===== config.mk =====
export PLATFORM = sky130hd
export DESIGN_NAME = wb_interconnect_1m_ns
export DESIGN_NICKNAME = d
export VERILOG_FILES = /design/src/rtl/wb_interconnect_1m_ns.sv
export SDC_FILE = /design/constraint.sdc
export NUM_CORES = 1
export LEC_CHECK = 0
export BUFFER_PORTS_ARGS = -buffer_cell sky130_fd_sc_hd__buf_2
export CAP_MARGIN = 25
export CELL_PAD_IN_SITES_DETAIL_PLACEMENT = 2
export CELL_PAD_IN_SITES_GLOBAL_PLACEMENT = 2
export CORE_MARGIN = 2
export CORE_UTILIZATION = 32
export DETAILED_ROUTE_END_ITERATION = 12
export PLACE_DENSITY = 0.9
export SYNTH_ARGS = -nofsm -noshare
export SYNTH_HDL_FRONTEND = slang
export SYNTH_SLANG_ARGS = --single-unit

===== constraint.sdc =====
create_clock -name clk_i -period 9.3 [get_ports clk_i]
set_input_delay 1.86 -clock clk_i [delete_from_list [all_inputs] [get_ports clk_i]]
set_output_delay 1.86 -clock clk_i [all_outputs]
set_load 0.02 [all_outputs]

===== src/rtl/wb_interconnect_1m_ns.sv =====
// wb_interconnect_1m_ns
// Wishbone B3 classic interconnect, one master to N_SLAVES slaves.
// Each slave owns a base/mask address window; the lowest index wins on
// overlap. Slave strobes, shared slave request fields and master
// terminations are all registered. Slaves see offset-relative addresses.
// Unmapped accesses are terminated with an error without touching a slave.
// Optional feature macro: WB_TIMEOUT_EN (bus-timeout watchdog that ends a
// stalled slave access with an error after TIMEOUT cycles).
module wb_interconnect_1m_ns #(
    parameter int N_SLAVES = 2,
    parameter int ADDR_W   = 32,
    parameter int DATA_W   = 32,
    parameter logic [N_SLAVES*ADDR_W-1:0] SLAVE_BASE = {32'hF000_0000, 32'h0000_0000},
    parameter logic [N_SLAVES*ADDR_W-1:0] SLAVE_MASK = {32'hFFFF_FFF0, 32'hFF00_0000},
    parameter int TIMEOUT  = 255
) (
    input  logic                       clk_i,
    input  logic                       rst_i,
    // master side
    input  logic [ADDR_W-1:0]          m_adr_i,
    input  logic [DATA_W-1:0]          m_dat_i,
    output logic [DATA_W-1:0]          m_dat_o,
    input  logic [DATA_W/8-1:0]        m_sel_i,
    input  logic                       m_cyc_i,
    input  logic                       m_stb_i,
    input  logic                       m_we_i,
    output logic                       m_ack_o,
    output logic                       m_err_o,
    output logic                       m_rty_o,
    // slave side
    output logic [ADDR_W-1:0]          s_adr_o,
    output logic [DATA_W-1:0]          s_dat_o,
    output logic [DATA_W/8-1:0]        s_sel_o,
    output logic                       s_we_o,
    output logic [N_SLAVES-1:0]        s_cyc_o,
    output logic [N_SLAVES-1:0]        s_stb_o,
    input  logic [N_SLAVES*DATA_W-1:0] s_dat_i,
    input  logic [N_SLAVES-1:0]        s_ack_i,
    input  logic [N_SLAVES-1:0]        s_err_i,
    input  logic [N_SLAVES-1:0]        s_rty_i
);

    localparam int IDX_W = (N_SLAVES > 1) ? $clog2(N_SLAVES) : 1;

    typedef enum logic [1:0] {
        IDLE   = 2'd0,
        ACCESS = 2'd1,
        RESP   = 2'd2
    } state_t;

    state_t               state;
    logic [IDX_W-1:0]     idx;

    // decode results
    logic                 hit_any;
    logic [IDX_W-1:0]     hit_idx;
    logic [ADDR_W-1:0]    hit_mask;

    // selected slave response, combinational mux and its registered copy
    logic                 sel_ack;
    logic                 sel_err;
    logic                 sel_rty;
    logic [DATA_W-1:0]    sel_dat;
    logic                 ack_q;
    logic                 err_q;
    logic                 rty_q;
    logic [DATA_W-1:0]    dat_q;

`ifdef WB_TIMEOUT_EN
    localparam int TMO_W = (TIMEOUT > 1) ? $clog2(TIMEOUT + 1) : 1;
    logic [TMO_W-1:0]     tmo_cnt;
`endif

    // Address decode: scan from the top so the lowest matching index wins.
    always_comb begin
        hit_any  = 1'b0;
        hit_idx  = '0;
        hit_mask = '0;
        for (int i = N_SLAVES - 1; i >= 0; i--) begin
            if ((m_adr_i & SLAVE_MASK[i*ADDR_W +: ADDR_W]) == SLAVE_BASE[i*ADDR_W +: ADDR_W]) begin
                hit_any  = 1'b1;
                hit_idx  = IDX_W'(i);
                hit_mask = SLAVE_MASK[i*ADDR_W +: ADDR_W];
            end
        end
    end

    // Pick out the response of the latched slave; all others are ignored.
    always_comb begin
        sel_ack = 1'b0;
        sel_err = 1'b0;
        sel_rty = 1'b0;
        sel_dat = '0;
        for (int i = 0; i < N_SLAVES; i++) begin
            if (idx == IDX_W'(i)) begin
                sel_ack = s_ack_i[i];
                sel_err = s_err_i[i];
                sel_rty = s_rty_i[i];
                sel_dat = s_dat_i[i*DATA_W +: DATA_W];
            end
        end
    end

    // Register the selected slave's response; only live while in ACCESS so
    // stale terminations can never leak into the next transfer.
    always_ff @(posedge clk_i or posedge rst_i) begin
        if (rst_i) begin
            ack_q <= 1'b0;
            err_q <= 1'b0;
            rty_q <= 1'b0;
            dat_q <= '0;
        end else if (state == ACCESS) begin
            ack_q <= sel_ack;
            err_q <= sel_err;
            rty_q <= sel_rty;
            dat_q <= sel_dat;
        end else begin
            ack_q <= 1'b0;
            err_q <= 1'b0;
            rty_q <= 1'b0;
        end
    end

    // Transfer FSM with all bus outputs registered.
    always_ff @(posedge clk_i or posedge rst_i) begin
        if (rst_i) begin
            state   <= IDLE;
            idx     <= '0;
            s_cyc_o <= '0;
            s_stb_o <= '0;
            s_adr_o <= '0;
            s_dat_o <= '0;
            s_sel_o <= '0;
            s_we_o  <= 1'b0;
            m_ack_o <= 1'b0;
            m_err_o <= 1'b0;
            m_rty_o <= 1'b0;
            m_dat_o <= '0;
`ifdef WB_TIMEOUT_EN
            tmo_cnt <= '0;
`endif
        end else begin
            case (state)
                IDLE: begin
                    m_ack_o <= 1'b0;
                    m_err_o <= 1'b0;
                    m_rty_o <= 1'b0;
                    if (m_cyc_i && m_stb_i) begin
                        if (hit_any) begin
                            idx     <= hit_idx;
                            s_adr_o <= m_adr_i & ~hit_mask;
                            s_dat_o <= m_dat_i;
                            s_sel_o <= m_sel_i;
                            s_we_o  <= m_we_i;
                            s_cyc_o <= N_SLAVES'(1) << hit_idx;
                            s_stb_o <= N_SLAVES'(1) << hit_idx;
`ifdef WB_TIMEOUT_EN
                            tmo_cnt <= '0;
`endif
                            state   <= ACCESS;
                        end else begin
                            // unmapped: error straight away, no slave involved
                            m_err_o <= 1'b1;
                            state   <= RESP;
                        end
                    end
                end

                ACCESS: begin
                    if (!m_cyc_i) begin
                        // master abort: drop silently
                        s_cyc_o <= '0;
                        s_stb_o <= '0;
                        state   <= IDLE;
                    end else if (err_q || rty_q || ack_q) begin
                        s_cyc_o <= '0;
                        s_stb_o <= '0;
                        m_err_o <= err_q;
                        m_rty_o <= rty_q & ~err_q;
                        m_ack_o <= ack_q & ~err_q & ~rty_q;
                        if (!s_we_o) begin
                            m_dat_o <= dat_q;
                        end
                        state   <= RESP;
                    end
`ifdef WB_TIMEOUT_EN
                    else if (tmo_cnt == TMO_W'(TIMEOUT - 1)) begin
                        // watchdog expired: give up on the slave
                        s_cyc_o <= '0;
                        s_stb_o <= '0;
                        m_err_o <= 1'b1;
                        state   <= RESP;
                    end else begin
                        tmo_cnt <= tmo_cnt + 1'b1;
                    end
`endif
                end

                RESP: begin
                    m_ack_o <= 1'b0;
                    m_err_o <= 1'b0;
                    m_rty_o <= 1'b0;
                    state   <= IDLE;
                end

                default: begin
                    s_cyc_o <= '0;
                    s_stb_o <= '0;
                    m_ack_o <= 1'b0;
                    m_err_o <= 1'b0;
                    m_rty_o <= 1'b0;
                    state   <= IDLE;
                end
            endcase
        end
    end

endmodule


==> results of run 1 <==
==> final cells by class <==
type,count,share of cell area (%)
Inverter,12,0.621
Multi-Input combinational cell,273,27.5
Clock inverter,13,1.58
Timing Repair Buffer,257,16.3
Antenna cell,2,0.0621
Clock buffer,19,5.50
Tap cell,234,3.63
Sequential cell,144,44.7
==> state kept, by name, summed over array words and instances, names as in the netlist, 2 cells and up <==
name	count
dat_q	32
s_stb_o	2
m_dat_o	32
s_adr_o	32
s_sel_o	4
state	2
s_dat_o	32
==> power groups by stage <==
stage | Sequential [W] | Clock [W] | Combinational (W)
final | 0.000653 | 0.000663 | 0.0000892
after floorplan | 0.000672 | 0 | 0.0000301
after global placement | 0.000663 | 0 | 0.0000875
after CTS | 0.000653 | 0.000684 | 0.0000920
after detailed placement | 0.000665 | 0 | 0.0000916
after global routing | 0.000655 | 0.000710 | 0.000100
==> Yosys cell counts (all sizes together) <==
master   instances  area share, %
nor4             6           0.97
nand2           56            3.5
o2bb2ai         20            2.9
buf             22            2.6
clkbuf           9           0.56
nand2b           3           0.31
nand4            1           0.10
or3b             1           0.14
nand4b           1           0.39
nor4b            2           0.29
a221oi           1           0.14
o21a             1           0.12
nand3b           2           0.25
nand4bb          1           0.19
o211ai           2           0.25
and4b            1           0.17
a21oi            7           0.58
mux2            73             15
inv             12           0.74
dfrtp          144             60
nand3            1          0.083
o31ai            1           0.12
or3              1           0.10
mux2i           35            5.8
nor2            17            1.1
o21ai           36            3.0
or4              1           0.12
a211o            1           0.14
o311ai           2           0.29
==> layer usage <==
metal,share of wire (%),vias to the layer above,global-route usage (%)
li1,-,2106,-
met1,42,2250,21.0
met2,50,160,30.1
met3,6.4,20,5.84
met4,1.4,2,4.68
met5,0.092,-,0
==> per-stage QoR <==
step | hold WS, ns | cells | setup WS, ns
finish | 0.486 | 954 | 5.05
global route | 0.510 | 952 | 4.88
CTS | 0.490 | 952 | 5.03
detailed placement | 0.475 | 920 | 4.62
global placement | 0.460 | 919 | 4.66
floorplan | 0.446 | 460 | 3.57
==> worst paths after layout <==
kind / start / to / cells after the start
worst max-delay path: m_adr_i[29] / s_dat_o[7] / 6
worst min-delay path: dat_q[0] / dat_q[0] / 2
worst max register to register: state[1] / s_dat_o[7] / 5
worst min register to register: dat_q[0] / dat_q[0] / 2
max in group asynchronous: rst_i / s_dat_o[5] / 3
min in group asynchronous: rst_i / s_adr_o[2] / 2
==> worst register-to-register path, delay by kind of cell, from the launching register on <==
| kind | cells | cell delay, ns |
|---|---|---|
| simple gates | 2 | 1.10 |
| mux | 1 | 0.45 |
| buf+inv | 1 | 0.54 |
| flops | 1 | 0.47 |
| compound gates | 1 | 0.22 |
==> cell families (layout without fill, tap and decap cells) <==
kind of cell	after synthesis	count (layout)	share of synthesized area (%)
muxes	108	108	21.2
and+or+nand+nor	94	94	7.65
other	0	2	0
buffers and inverters	43	301	3.95
DFF	144	144	59.6
AOI/OAI and AO/OA	71	71	7.59
==> summary.md, run 1 <==
| Metric | Value |
|---|---|
| Max Slew Vio Count | 0 |
| Die area | 20000 um2 |
| Worst Path Max Fanout | 49 |
| Vias in the first global route | 5073 |
| Combinational share of power | 6.4% |
| Critical path's top delay family | simple AND/OR/NAND/NOR gates |
| Final net count | 848 |
| Initial antenna violation count | 3 |
| Hold buffer count at CTS | 0 |
| First-pass GRT wire length | 27.2 mm |
| Root buffer selected by CTS | clkbuf_16 |
| Tcrit/Tclk final | 45.7% |
| Critical path class | input pin to flop |
| Syn-to-layout area delta | 33.2% |
| IO buf count | 250 |
| Clk buf depth | 2 |
| Sequential Area | 3600 um2 |
| Clock latency at the later pin of the worst-skew pair | 0.42 ns |
| Largest net degree at the start of global routing | 89 |
| Die width | 141 um |
| Most common cell after layout, fill and taps aside | buf_2 |
| CTS Sinks | 144 |
| Synth cell types | 36 |
| DR vias/cell | 4.76 |
| Die Y | 141 um |
| Syn avg cell area | 13.2 um2 |
| CP Buf/Inv Count | 2 |
| Detail Route Antenna Nets | 0 |
| IR drop worst, VDD | 122 uV |
| Critical-path cell list | buf_2 -> nor4_1 -> nand3b_1 -> o21ai_4 -> buf_4 -> mux2_2 |
| H-Tree Depth | 4 |
| Reg power frac | 46.5% |
| Final instance area | 8060 um2 |
| Wire per inst | 18.2 um |
| Clk slew on worst S/H paths | 0.06 ns |
| Number of max-cap violations | 0 |
| Tmin final | 4.25 ns |
| Final Hold Vio Count | 0 |
| RSZ-0062 raised after global routing | false |
| Setup-failing EPs final | 0 |
| Share of cells above drive strength 1 | 51.3% |
| NetSw | 0.000343 W |
| Core Box Area | 18600 um2 |
| Reg-to-reg setup timing slack | 6.40 ns |
| # resized after CTS | 0 |
| Outcome | finished, final reports clean |
| Total power | 0.00141 W |
| Multi-input gate area | 2220 um2 |
| DRC Markers | 0 |
| Switching share of power | 24.4% |
| Grt ovf | 0 |
| Routability cong. | 0.716 |
| Mapped Cells | 460 |
| Crit start category | input pin |
| TritonCTS buffer count | 17 |
| Via count | 4538 |
| TNS Setup | 0 ns |
| Post CTS Setup Buffer Count | 0 |
| P_int | 0.00106 W |
| Post-DP HPWL | 13.0 mm |
| Total GRT Usage | 17.5% |
| HP Class | flop to flop |
| Worst slew pin tran | 0.937 ns |
| FILL cells | 1959 |
| CP max stage cell | nand3b_1 |
| Max Fclk | 0.235 GHz |
| Mapped Nets | 603 |
| Ports | 251 |
| TritonCTS clock tree | built |
| Total placed instance area | 7480 um2 |
| DRT Pass-1 Iters | 4 |
| Final wirelength | 17.3 mm |
| Worst Path Arrival | 4.54 ns |
| WP data required | 9.59 ns |
| Commonest cells after routing, fill and taps aside | 250 x buf_2, 143 x dfrtp_1, 56 x nand2_1, 41 x mux2_2 |
| FF+latch count, synth | 144 |
| Power per Cell Area | 174 nW/um2 |
| Core Util, Final | 43.2% |
| Starting DRC count in detailed routing | 93 |
| Initial core utilization | 32.4% |
| Headroom to the max-slew limit | 37.3% |
| Leakage power | 4.34 nW |
| Clock power share | 47.2% |
| Worst Setup End Kind | flop |
| Worst path max stage delay | 0.78 ns |
| Mapped Area | 6050 um2 |
| Seq/Total Area, Yosys | 59.6% |
| Yosys warns | 0 |
| Site Rows | 50 |
| Final Skew | 0.0119 ns |
Power figures use the tool's default switching activity.
==> run 2, diff against run 1 <==
--- a/config.mk
+++ b/config.mk
@@ -5,14 +5,15 @@
 export SDC_FILE = /design/constraint.sdc
 export NUM_CORES = 1
 export LEC_CHECK = 0
+export ABC_AREA = 1
 export BUFFER_PORTS_ARGS = -buffer_cell sky130_fd_sc_hd__buf_2
 export CAP_MARGIN = 25
 export CELL_PAD_IN_SITES_DETAIL_PLACEMENT = 2
 export CELL_PAD_IN_SITES_GLOBAL_PLACEMENT = 2
 export CORE_MARGIN = 2
-export CORE_UTILIZATION = 32
+export CORE_UTILIZATION = 27
 export DETAILED_ROUTE_END_ITERATION = 12
-export PLACE_DENSITY = 0.9
+export PLACE_DENSITY = 0.86
 export SYNTH_ARGS = -nofsm -noshare
 export SYNTH_HDL_FRONTEND = slang
 export SYNTH_SLANG_ARGS = --single-unit
==> constraint.sdc (replaced) <==
create_clock -name clk_i -period 4.4 [get_ports clk_i]
set_input_delay 0.88 -clock clk_i [delete_from_list [all_inputs] [get_ports clk_i]]
set_output_delay 0.88 -clock clk_i [all_outputs]
set_load 0.02 [all_outputs]
==> summary.md, run 2 <==
| Metric | Value |
|---|---|
| Outcome | finished, final reports clean |
| Die Y | 152 um |
| CTS Sinks | 144 |
| Cell taking the most area after synthesis | dfrtp_1 |
| Top post-synthesis cells by area | dfrtp_1 61%, nand2_1 11%, inv_1 4.6% |
| Routability cong. | 0.744 |
| Reg power frac | 45.7% |
| Tmin final | 2.86 ns |
| Critical path class | input pin to flop |
| Wire per inst | 17.6 um |
| Clk slew on worst S/H paths | 0.07 ns |
| Syn avg cell area | 8.89 um2 |
| Count of flip-flops with a built-in enable after synthesis | 0 |
| Final Skew | 0.00873 ns |
| Initial antenna violation count | 2 |
| WP data required | 4.70 ns |
| Total GRT Usage | 18.6% |
| Asr flop ratio synth | 100% |
| Site Rows | 54 |
| Hold Crit Start | s_dat_o[1] |
| Detail Route Antenna Nets | 0 |
| DR vias/cell | 4.68 |
| Number of max-cap violations | 0 |
| Leakage power | 4.53 nW |
| Worst hold path cell count | 2 |
| Ys flop type | dfrtp_1 |
| Crit start category | input pin |
| Share of cells above drive strength 1 | 32.8% |
| Die width | 152 um |
| FF+latch count, synth | 144 |
| Commonest cells in the synthesized netlist | 171 x nand2_1, 144 x dfrtp_1, 73 x inv_1, 53 x nor2_1 |
| Via count | 5609 |
| First-pass GRT wire length | 33.9 mm |
| Reg-to-reg setup timing slack | 2.13 ns |
| Synth cell types | 23 |
| Ports | 251 |
| Worst Path Max Fanout | 44 |
| Hold buffer count at CTS | 0 |
| Root buffer selected by CTS | clkbuf_16 |
| IR drop worst, VDD | 216 uV |
| Cell with the most instances after synthesis | nand2_1 |
| Metal2 WL | 11.0 mm |
| P_int | 0.00222 W |
| Starting DRC count in detailed routing | 182 |
| Post CTS Setup Buffer Count | 0 |
| Worst flop-to-flop path startpoint | state[1] |
| Met1 Wirelength | 8.84 mm |
| H-Tree Depth | 4 |
| IO buf count | 250 |
| Setup-failing EPs final | 0 |
| DRC Markers | 0 |
| Mapped Nets | 807 |
| Tcrit/Tclk final | 64.9% |
| Commonest cells after routing, fill and taps aside | 250 x buf_2, 171 x nand2_1, 144 x dfrtp_1, 72 x inv_1, 53 x nor2_1 |
| Initial core utilization | 27.3% |
| Power per Cell Area | 385 nW/um2 |
| Clock latency at the later pin of the worst-skew pair | 0.42 ns |
| Yosys warns | 0 |
| Clock power share | 44.6% |
| Largest net degree at the start of global routing | 145 |
| R2R cell count | 8 |
| Final Hold Vio Count | 0 |
| Routed length on met3 | 838 um |
| Final net count | 1044 |
| Worst Path Arrival | 3.15 ns |
| Max Slew Vio Count | 0 |
| Mapped Cells | 664 |
| Mapped Area | 5900 um2 |
| Syn-to-layout area delta | 34.9% |
| Die area | 23100 um2 |
| HP Class | flop to flop |
| Worst Setup End Kind | flop |
| Final wirelength | 21.1 mm |
| Synth top area share | 61.0% |
| Vias in the first global route | 6105 |
| NetSw | 0.000849 W |
| Switching share of power | 27.7% |
| TritonCTS buffer count | 17 |
| FILL cells | 2488 |
| Post-DP HPWL | 15.0 mm |
| DRT Pass-1 Iters | 6 |
| Highest metal used | met4 |
| Seq/Total Area, Yosys | 61.0% |
| Max Fclk | 0.350 GHz |
| RSZ-0062 raised after global routing | false |
| Headroom to the max-slew limit | 46.3% |
| Hold Path Sink | s_dat_o[1] |
| Most common cell after layout, fill and taps aside | buf_2 |
| FF-to-FF End | s_stb_o[1] |
| TNS Setup | 0 ns |
| TritonCTS clock tree | built |
| Grt ovf | 0 |
| Combinational share of power | 9.7% |
| Core Box Area | 21600 um2 |
| Worst slew pin tran | 0.806 ns |
| Core Util, Final | 36.8% |
| # resized after CTS | 0 |
| Clk buf depth | 2 |
run 2: changes by cell type in the layout (fill, tap and decap cells not counted), sizes merged, moves of 20 or more:
cell / previous run / this run
nand2: 56 / 174
o2bb2ai: 20 / 0
mux2i: 35 / 0
nor2: 17 / 54
inv: 17 / 82
nand3: 1 / 45
o22ai: 0 / 32
mux2: 73 / 0
o21ai: 36 / 86
run 2: worst max-delay path: stages:
cell and delay [ns]:
buf_2 0.09, inv_1 0.05, nand2_1 0.09, nor2_1 0.20, nand4_1 0.26, nand2_4 0.50
nand3_2 0.57, inv_1 0.42, nor2_1 0.08
run 2: routing by layer:
layer	track usage, %	vias up
met1	22.3	2819
met4	6.68	0
met3	4.05	31
met2	32.9	151
li1	-	2608
met5	0	-
run 2: area by class of cell:
class	count	area [um2]	share of cell area (%)
Sequential cell	144	3600	45.3
Clock inverter	15	125	1.57
Timing Repair Buffer	256	1310	16.4
Multi-Input combinational cell	405	1850	23.2
Inverter	77	293	3.68
Antenna cell	4	10.0	0.126
Tap cell	280	350	4.40
Clock buffer	17	425	5.34
run 2: worst max path at each step:
stage	cells after the start	slack (ns)	to	start
2_1_floorplan	1	1.71	ack_q	rst_i
3_3_place_gp	9	1.19	s_adr_o[28]	m_adr_i[24]
4_1_cts	9	1.52	s_adr_o[27]	m_adr_i[24]
5_1_grt	9	1.26	s_adr_o[27]	m_adr_i[24]
3_5_place_dp	9	1.07	s_adr_o[27]	m_adr_i[24]
6_report	9	1.54	s_adr_o[27]	m_adr_i[24]
run 2: logic make-up after synthesis:
family | Yosys count | synth area share [%]
buf+inv | 115 | 7.86
simple gates | 279 | 19.5
compound gates | 126 | 11.6
flops | 144 | 61.0
run 2: power groups by stage:
stage	sequential [W]	combinational, W	clock (W)
3_3_place_gp	0.00142	0.000291	0
5_1_grt	0.00141	0.000335	0.00146
2_1_floorplan	0.00144	0.000134	0
6_report	0.00140	0.000298	0.00137
3_5_place_dp	0.00143	0.000302	0
4_1_cts	0.00140	0.000304	0.00140
run 2: metrics by stage:
step,cells,setup slack (ns),cell area [um2],hold WS [ns],total power (W)
after floorplan,664,1.71,5910,0.455,0.00158
after global placement,1162,1.19,7400,0.450,0.00171
after detailed placement,1162,1.07,7400,0.456,0.00173
after CTS,1194,1.52,7950,0.473,0.00311
after global routing,1196,1.26,7960,0.501,0.00320
final,1198,1.54,7960,0.468,0.00306
==> run 3, diff against run 2 <==
--- a/config.mk
+++ b/config.mk
@@ -11,9 +11,9 @@
 export CELL_PAD_IN_SITES_DETAIL_PLACEMENT = 2
 export CELL_PAD_IN_SITES_GLOBAL_PLACEMENT = 2
 export CORE_MARGIN = 2
-export CORE_UTILIZATION = 27
+export CORE_UTILIZATION = 24
 export DETAILED_ROUTE_END_ITERATION = 12
-export PLACE_DENSITY = 0.86
+export PLACE_DENSITY = 0.81
 export SYNTH_ARGS = -nofsm -noshare
 export SYNTH_HDL_FRONTEND = slang
 export SYNTH_SLANG_ARGS = --single-unit
==> constraint.sdc (replaced) <==
create_clock -name clk_i -period 2.6 [get_ports clk_i]
set_input_delay 0.52 -clock clk_i [delete_from_list [all_inputs] [get_ports clk_i]]
set_output_delay 0.52 -clock clk_i [all_outputs]
set_load 0.02 [all_outputs]
==> summary.md, run 3 (synthesized netlist as in run 2, its figures left out) <==
| Metric | Value |
|---|---|
| Final Skew | 0.0111 ns |
| Worst slew pin tran | 0.711 ns |
| Wire per inst | 16.3 um |
| Final net count | 1049 |
| Most used cell along the critical path | nand2_1 |
| Reg-to-reg setup timing slack | 0.59 ns |
| WP data required | 2.95 ns |
| TNS Setup | 0 ns |
| Initial core utilization | 24.3% |
| Core Box Area | 24200 um2 |
| TritonCTS clock tree | built |
| Grt ovf | 0 |
| Largest net degree at the start of global routing | 78 |
| IO buf count | 250 |
| TritonCTS buffer count | 17 |
| Worst Path Arrival | 2.36 ns |
| Total power | 0.00523 W |
| Tmin final | 2.01 ns |
| DRC Markers | 0 |
| Crit start category | flop |
| Max Slew Vio Count | 0 |
| DR vias/cell | 4.40 |
| Clock latency at the later pin of the worst-skew pair | 0.42 ns |
| Die width | 161 um |
| DRT Pass-1 Iters | 4 |
| Most common cell after layout, fill and taps aside | buf_2 |
| Die Y | 161 um |
| Routability cong. | 0.734 |
| Total GRT Usage | 16.2% |
| Final Hold Vio Count | 0 |
| IR drop worst, VDD | 270 uV |
| Leakage power | 4.58 nW |
| Critical-path cell list | nor2_4 -> buf_4 -> nand2_1 -> nor2_1 -> a21oi_1 -> nand3_1 -> nand2_1 -> nand2_1 |
| Hold buffer count at CTS | 0 |
| Worst Setup End Kind | flop |
| Worst path max stage delay | 0.49 ns |
| RSZ-0062 raised after global routing | false |
| Via count | 5493 |
| Power per Cell Area | 647 nW/um2 |
| Final wirelength | 20.4 mm |
| Outcome | finished, final reports clean |
| Setup-failing EPs final | 0 |
| Clk buf depth | 2 |
| Post-DP HPWL | 14.9 mm |
| Ports | 251 |
| Max Fclk | 0.497 GHz |
| HP Class | input pin to async pin |
| Post CTS Setup Buffer Count | 0 |
| Vias in the first global route | 6022 |
| H-Tree Depth | 4 |
| Critical path class | flop to flop |
| Detail Route Antenna Nets | 0 |
| Worst Path Max Fanout | 66 |
| Starting DRC count in detailed routing | 217 |
| CP max stage cell | buf_4 |
| Tcrit/Tclk final | 77.4% |
| Syn-to-layout area delta | 37.0% |
| Site Rows | 57 |
| Die area | 25900 um2 |
| # resized after CTS | 0 |
| CTS Sinks | 144 |
| Share of cells above drive strength 1 | 33.2% |
| Initial antenna violation count | 8 |
| Clk slew on worst S/H paths | 0.06 ns |
| CP Buf/Inv Count | 1 |
| Commonest cells after routing, fill and taps aside | 250 x buf_2, 171 x nand2_1, 144 x dfrtp_1, 72 x inv_1, 53 x nor2_1 |
| Headroom to the max-slew limit | 52.6% |
| Number of max-cap violations | 0 |
| First-pass GRT wire length | 32.9 mm |
| Root buffer selected by CTS | clkbuf_16 |
| Critical path's top delay family | simple AND/OR/NAND/NOR gates |
-- run 3: path summary, 6_finish.rpt --
| kind | startpoint | end | depth (start not counted) |
|---|---|---|---|
| worst max-delay path | state[1] | s_stb_o[0] | 8 |
| worst min-delay path | rst_i | s_dat_o[7] | 2 |
| worst max register to register | state[1] | s_stb_o[0] | 8 |
| worst min register to register | s_dat_o[20] | s_dat_o[20] | 2 |
| max in group asynchronous | rst_i | m_dat_o[18] | 3 |
| min in group clk_i | m_dat_i[3] | s_dat_o[3] | 3 |
-- run 3: final cells by class --
type	instances	area (um2)
diodes	6	15.0
clock buffers	18	439
clock inverters	14	125
fillers	2844	16200
inverters	77	293
multi-input cells	405	1850
flip-flops and latches	144	3600
well taps	324	405
repair buffers	261	1360
-- run 3: worst register-to-register path: cells and delay by family (launching register included) --
kind,cells,cell delay (ns)
DFF,1,0.45
and+or+nand+nor,6,0.91
AOI/OAI and AO/OA,1,0.10
buffers and inverters,1,0.50
-- run 3: routing by layer --
metal / track usage [%] / wire length [um] / vias up
met5: 0 / 29 / -
met3: 4.18 / 1130 / 29
met2: 27.1 / 10100 / 149
li1: - / - / 2618
met4: 6.37 / 407 / 4
met1: 20.1 / 8720 / 2693
-- run 3: metrics by stage --
stage | util [%] | cell area [um2] | hold slack, ns | instances | worst slack (ns)
6_report | 33.3 | 8090 | 0.0722 | 1249 | 0.588
5_1_grt | 33.3 | 8080 | 0.0716 | 1248 | 0.348
4_1_cts | 33.3 | 8070 | 0.0639 | 1243 | 0.537
3_5_place_dp | 31.0 | 7510 | 0.457 | 1211 | 0.340
3_3_place_gp | 31.0 | 7510 | 0.449 | 1211 | 0.386
2_1_floorplan | - | 5910 | 0.455 | 664 | 0.275
-- run 3: power by group --
part	switching (W)	internal, W
Sequential	0.0000469	0.00232
Clock	0.00107	0.00128
Combinational	0.000321	0.000187
Total	0.00144	0.00379
